<file path="src/rtl/pc_seq_pkg.sv">
// Shared types and constants for the PC sequencer.
// Breakpoint logic is enabled by defining PC_BREAKPOINT_EN.
package pc_seq_pkg;

  typedef enum logic [1:0] {
    ST_RUN,
    ST_HALT,
    ST_STEP
  } state_t;

  localparam logic [6:0] OPC_JALR   = 7'b1100111;
  localparam logic [6:0] OPC_JAL    = 7'b1101111;
  localparam logic [6:0] OPC_BRANCH = 7'b1100011;

  localparam int IT_R = 0;
  localparam int IT_I = 1;
  localparam int IT_S = 2;
  localparam int IT_B = 3;
  localparam int IT_U = 4;
  localparam int IT_J = 5;

endpackage

</file>
<file path="src/rtl/next_pc_calc.sv">
// Combinational next-PC target selection, wrap masking and
// misalignment detection.
module next_pc_calc #(
  parameter logic [31:0] MASK = 32'h3F
) (
  input  logic [31:0] i_pc,
  input  logic [5:0]  i_itype,
  input  logic [6:0]  i_opcode,
  input  logic [31:0] i_imm,
  input  logic [31:0] i_rs1,
  input  logic        i_taken,
  output logic [31:0] next_pc,
  output logic        misaligned
);
  import pc_seq_pkg::*;

  logic [31:0] w_raw;
  logic        w_is_jalr;
  logic        w_is_br;
  logic [4:0]  w_unused_dec;

  assign w_is_jalr = i_itype[IT_I] && (i_opcode == OPC_JALR);
  assign w_is_br   = i_itype[IT_B] && i_taken;

  // Decode relies on the one-hot type field; opcode only
  // disambiguates jalr from other I-type instructions.
  assign w_unused_dec = {
    i_itype[IT_U], i_itype[IT_S], i_itype[IT_R],
    i_opcode == OPC_JAL, i_opcode == OPC_BRANCH
  };

  always_comb begin
    w_raw = i_pc + 32'd4;
    unique case (1'b1)
      i_itype[IT_J]: w_raw = i_pc + i_imm;
      w_is_jalr:     w_raw = (i_rs1 + i_imm) & ~32'd1;
      w_is_br:       w_raw = i_pc + i_imm;
      default:       w_raw = i_pc + 32'd4;
    endcase
  end

  assign next_pc    = w_raw & MASK;
  assign misaligned = w_raw[1];

endmodule

</file>
<file path="src/rtl/pc_sequencer.sv">
// Program counter and run/halt/step control for the core.
// Optional breakpoint halting: define PC_BREAKPOINT_EN.
module pc_sequencer #(
  parameter logic [31:0] RESET_PC   = 32'h0,
  parameter int          IMEM_WORDS = 16
) (
  input  logic        clk,
  input  logic        rst_n,
  input  logic [5:0]  instruction_type,
  input  logic [6:0]  opcode,
  input  logic [31:0] immediate,
  input  logic [31:0] rs1_data,
  input  logic        branch_taken,
  input  logic        la_run,
  input  logic        la_halt,
  input  logic        la_step,
  input  logic        la_pc_load,
  input  logic [31:0] la_pc_value,
  input  logic [31:0] la_bp_addr,
  input  logic        la_bp_enable,
  output logic [31:0] pc,
  output logic [31:0] pc_plus4,
  output logic        halted,
  output logic        fault,
  output logic        bp_hit,
  output logic [31:0] retire_count
);
  import pc_seq_pkg::*;

  localparam logic [31:0] MASK = 32'(IMEM_WORDS * 4 - 1);

  state_t      r_state, w_state_nx;
  logic [31:0] r_pc, w_pc_nx;
  logic [31:0] r_ret, w_ret_nx;
  logic        r_fault, w_fault_nx;
  logic        r_bp, w_bp_nx;
  logic        r_step_q;
  logic        w_step_rise;
  logic        w_adv;
  logic [31:0] w_next_pc;
  logic        w_misal;
  logic        w_bp_match;

  next_pc_calc #(.MASK(MASK)) u_calc (
    .i_pc       (r_pc),
    .i_itype    (instruction_type),
    .i_opcode   (opcode),
    .i_imm      (immediate),
    .i_rs1      (rs1_data),
    .i_taken    (branch_taken),
    .next_pc    (w_next_pc),
    .misaligned (w_misal)
  );

`ifdef PC_BREAKPOINT_EN
  assign w_bp_match = la_bp_enable &&
    (w_next_pc == (la_bp_addr & MASK));
`else
  logic w_unused_bp;
  assign w_unused_bp = ^{la_bp_addr, la_bp_enable};
  assign w_bp_match  = 1'b0;
`endif

  assign w_step_rise = la_step & ~r_step_q;

  always_comb begin
    w_state_nx = r_state;
    w_pc_nx    = r_pc;
    w_ret_nx   = r_ret;
    w_fault_nx = r_fault;
    w_bp_nx    = r_bp;
    w_adv      = 1'b0;
    unique case (r_state)
      ST_RUN: begin
        if (w_misal) begin
          w_fault_nx = 1'b1;
          w_state_nx = ST_HALT;
        end else if (la_halt || r_fault) begin
          w_state_nx = ST_HALT;
        end else begin
          w_adv = 1'b1;
          if (w_bp_match) begin
            w_bp_nx    = 1'b1;
            w_state_nx = ST_HALT;
          end
        end
      end
      ST_STEP: begin
        w_state_nx = ST_HALT;
        if (w_misal)
          w_fault_nx = 1'b1;
        else if (!la_halt && !r_fault)
          w_adv = 1'b1;
      end
      ST_HALT: begin
        if (la_halt) begin
          w_state_nx = ST_HALT;
        end else if (la_pc_load) begin
          w_pc_nx    = la_pc_value & MASK & ~32'd3;
          w_ret_nx   = 32'd0;
          w_fault_nx = 1'b0;
          w_bp_nx    = 1'b0;
        end else if (w_step_rise) begin
          w_state_nx = ST_STEP;
        end else if (la_run) begin
          w_state_nx = ST_RUN;
          w_bp_nx    = 1'b0;
        end
      end
      default: w_state_nx = ST_HALT;
    endcase
    if (w_adv) begin
      w_pc_nx  = w_next_pc;
      w_ret_nx = r_ret + 32'd1;
    end
  end

  always_ff @(posedge clk or negedge rst_n) begin
    if (!rst_n) begin
      r_state  <= ST_RUN;
      r_pc     <= RESET_PC;
      r_ret    <= 32'd0;
      r_fault  <= 1'b0;
      r_bp     <= 1'b0;
      r_step_q <= 1'b0;
    end else begin
      r_state  <= w_state_nx;
      r_pc     <= w_pc_nx;
      r_ret    <= w_ret_nx;
      r_fault  <= w_fault_nx;
      r_bp     <= w_bp_nx;
      r_step_q <= la_step;
    end
  end

  assign pc           = r_pc;
  assign pc_plus4     = (r_pc + 32'd4) & MASK;
  assign halted       = (r_state == ST_HALT);
  assign fault        = r_fault;
  assign bp_hit       = r_bp;
  assign retire_count = r_ret;

endmodule

</file>
<file path="config.mk">
export PLATFORM = sky130hd
export DESIGN_NAME = pc_sequencer
export DESIGN_NICKNAME = d
export VERILOG_FILES = /design/src/rtl/pc_seq_pkg.sv /design/src/rtl/next_pc_calc.sv /design/src/rtl/pc_sequencer.sv
export SDC_FILE = /design/constraint.sdc
export NUM_CORES = 1
export LEC_CHECK = 0
export ABC_AREA = 1
export BUFFER_PORTS_ARGS = -buffer_cell sky130_fd_sc_hd__buf_4
export CAP_MARGIN = 20
export CORE_MARGIN = 2
export CORE_UTILIZATION = 50
export DETAILED_ROUTE_END_ITERATION = 8
export PLACE_DENSITY = 0.9
export SYNTH_ARGS = -nofsm -noshare
export SYNTH_HDL_FRONTEND = slang
export SYNTH_HIERARCHICAL = 1
export SYNTH_SLANG_ARGS = --single-unit
</file>
<file path="constraint.sdc">
create_clock -name clk -period 3.65 [get_ports clk]
set_input_delay 1.095 -clock clk [delete_from_list [all_inputs] [get_ports clk]]
set_output_delay 1.095 -clock clk [all_outputs]
set_load 0.01 [all_outputs]
</file>
==> metrics.md <==
| Metric | Value |
|---|---|
| Status | complete, but fails checks |
| Failing checks | DRC |
| CP peak stage delay | 0.41 ns |
| Detailed-route DRC error count | 1 |
| Crit-path cells | buf_4 -> ha_1 -> inv_1 -> fa_1 -> or2_2 -> o211ai_1 -> inv_1 -> nand3_4 -> nand2_4 -> nand2_1 -> o21ai_0 -> nand2_1 -> nand2_1 |
| Final period util | 0.859 |
| TritonRoute pass-1 iters | 9 |
| DRT iter0 DRCs | 258 |
| Final setup fails | 0 |
| Row cnt | 35 |
| Fin Setup TNS | 0 ns |
| Pint | 1.88 mW |
| Synth cell types | 34 |
| Most frequent CP cell | nand2_1 |
| Placer Congestion | 0.954 |
| Crit path time final | 3.14 ns |
| Fillers | 792 |
| Static Leak | 2.88 nW |
| Clock network fraction of total power | 0.201 |
| CTS root buffer | clkbuf_8 |
| Core ar. | 9110 um2 |
| RSZ-0062 raised after global routing | no |
| Worst-Skew Late Latency | 0.34 ns |
| Critical path's slowest cell | fa_1 |
| Data arrival, critical path | 3.35 ns |
| Postcts setup bufs | 0 |
| Max-cap viol count | 0 |
| Origin of the critical flop-to-flop path | pc[0] |
| Worst reg2reg setup slack | 0.92 ns |
| Die height | 100 um |
| WP buf/inv | 3 |
| Initial Utilization | 0.510 |
| Clock slew at reported path FFs | 0.07 ns |
| Setup Slack @ Placement | 0.184 ns |
| Io pins | 248 |
| Sequential share of power | 0.374 |
| Total number of vias | 4137 |
| Met1 wire length | 4910 um |
| WS Path Type | input pin to flop |
| GR Overflow Total | 0 |
| Hold Crit Depth | 1 |
| Largest net degree at the start of global routing | 69 |
| H-tree lvl count | 3 |
| Area leader, netlist | dfrtp_1 |
| Die Area | 10100 um2 |
| Async set or reset register ratio after synthesis | 1.00 |
| Hold Path Class | flop to flop |
| Final hold slack | 0.501 ns |
| NumNets Final | 876 |
| Top cells by area, synth | dfrtp_1 37%, nand2_1 14%, buf_4 9.4% |
| Pwr dens | 548 nW/um2 |
| Setup WS post-layout | 0.514 ns |
| Critical path fanouts, max | 33 |
| GRT Overall Usage | 0.229 |
| CTS hold repair buffers | 0 |
| Mean Syn Cell Area | 7.61 um2 |
| Clk_skew | 0.0130 ns |
| Worst setup SP type | input pin |
| Hold Path Origin | pc[30] |
| Switching power | 1.11 mW |
| Critical Path RT | 3.86 ns |
| Clock buffer count from CTS | 9 |
| Max clock buf depth | 2 |
| Most frequent cells in the layout | 171 x nand2_1, 107 x buf_4, 68 x dfrtp_1 |
| Most common cell after layout, fill and taps aside | nand2_1 |
| Multi-input gate area | 2360 um2 |
| Synth Register Bits | 68 |
| Routed length on met3 | 892 um |
| Final WL | 10900 um |
| Peak VDD IR | 388 uV |
| Fraction of layout cells with a size suffix above 1 | 0.222 |
| Cell Area, Placed | 5280 um2 |
| Synth warn | 6 |
| Fmax | 319 MHz |
| CP top delay family | simple AND/OR/NAND/NOR gates |
| Total power | 3.00 mW |
| Syn Inst Count | 611 |
| Top FF cell, synth | dfrtp_1 |
| DR WL met2 | 4900 um |
| First-pass GRT wire length | 18400 um |
| Post-DP HPWL | 8240 um |
| Per-cell routed wire length | 13.1 um |
| Cell Area, Synth | 4650 um2 |
| Hold-critical path endpoint | pc[30] |
| Combinational Power Share | 0.426 |
| Gates resized, CTS repair | 0 |
| Fin. max-slew vios | 0 |
| Endpoints failing hold | 0 |
| Crit. End Element | flop |
| Sw Share | 0.372 |
| Vias per cell | 5.00 |
| CTS tree | built |
| FF+latch area | 1700 um2 |
| EDFF count, synth | 0 |
| # diodes | 0 |
| Top Metal Used | met4 |
| Layout area overhead | 17.7% |
| Die span in x | 100 um |
| Post-synth top area share | 0.366 |
| Slew headroom | 0.431 |
| Design area | 5470 um2 |
| Total clock sinks | 68 |
| Tightest Pin Transition | 0.853 ns |
| IO buf count | 104 |
| Antenna-violating nets left | 0 |
| Worst R2R End | r_state[0] |
| R2R depth | 12 |
| Initial antenna violation count | 0 |
| Vias in the first global route | 3973 |
| Share of the yosys chip area belonging to registers | 0.366 |
-- state kept, by name (all words and copies together), names as in the netlist --
| register | count |
|---|---|
| fault | 1 |
| pc | 32 |
| r_state | 2 |
| r_step_q | 1 |
| retire_count | 32 |
-- per-layer routing --
metal | track usage | up-vias
met4 | 0.0811 | 0
met3 | 0.0550 | 16
met5 | 0 | -
met1 | 0.313 | 1888
li1 | - | 2037
met2 | 0.355 | 196
-- cell usage after synthesis (all sizes together), types with 2 or more instances --
cell type,number
nand2,178
nor2,74
inv,69
buf,68
dfrtp,68
nand3,48
a22o,28
a21oi,17
ha,12
o21ai,8
nand3b,7
nand4,7
or2,6
xor2,6
a31oi,4
conb,2
fa,2
nor3,2
o211ai,2
-- logic make-up (layout without fill, tap and decap cells) --
group,after synthesis,after routing,synth area share
buffers and inverters,137,192,0.167
adder cells (fa/ha/maj),14,14,0.0409
other,2,53,0.00162
AO/OA/AOI/OAI,60,60,0.0905
multiplexers,1,1,0.00215
flip-flops,68,68,0.366
XOR/XNOR,7,7,0.0132
AND/OR/NAND/NOR,322,322,0.319
-- power by group through the flow --
stage	Combinational (mW)	Sequential, mW	Clock, mW
3_3_place_gp	1.23	1.12	0
4_1_cts	1.28	1.12	0.614
2_1_floorplan	0.748	1.17	0
5_1_grt	1.42	1.15	0.653
6_report	1.28	1.12	0.602
3_5_place_dp	1.29	1.12	0
-- worst max path at each step --
| stage | startpoint | cells past startpoint | slack, ns | endpoint |
|---|---|---|---|---|
| 2_1_floorplan | immediate[0] | 12 | 0.70 | retire_count[5] |
| 3_3_place_gp | immediate[0] | 13 | 0.25 | retire_count[19] |
| 3_5_place_dp | immediate[0] | 13 | 0.18 | retire_count[17] |
| 4_1_cts | immediate[0] | 13 | 0.54 | r_state[0] |
| 5_1_grt | immediate[0] | 13 | 0.37 | retire_count[19] |
| 6_report | immediate[0] | 13 | 0.51 | r_state[0] |
-- stage by stage --
stage	utilization	instances
after floorplan	-	662
after global placement	0.580	813
after detailed placement	0.580	813
after CTS	0.600	828
after global routing	0.600	828
final	0.600	828
-- area by class of cell --
type / instances / share of cell area
Multi-Input combinational cell: 457 / 0.432
Sequential cell: 68 / 0.311
Timing Repair Buffer: 108 / 0.151
Inverter: 69 / 0.0474
Clock buffer: 13 / 0.0272
Tap cell: 111 / 0.0254
Clock inverter: 2 / 0.00641
No activity file was read; power rests on OpenSTA's default activity.
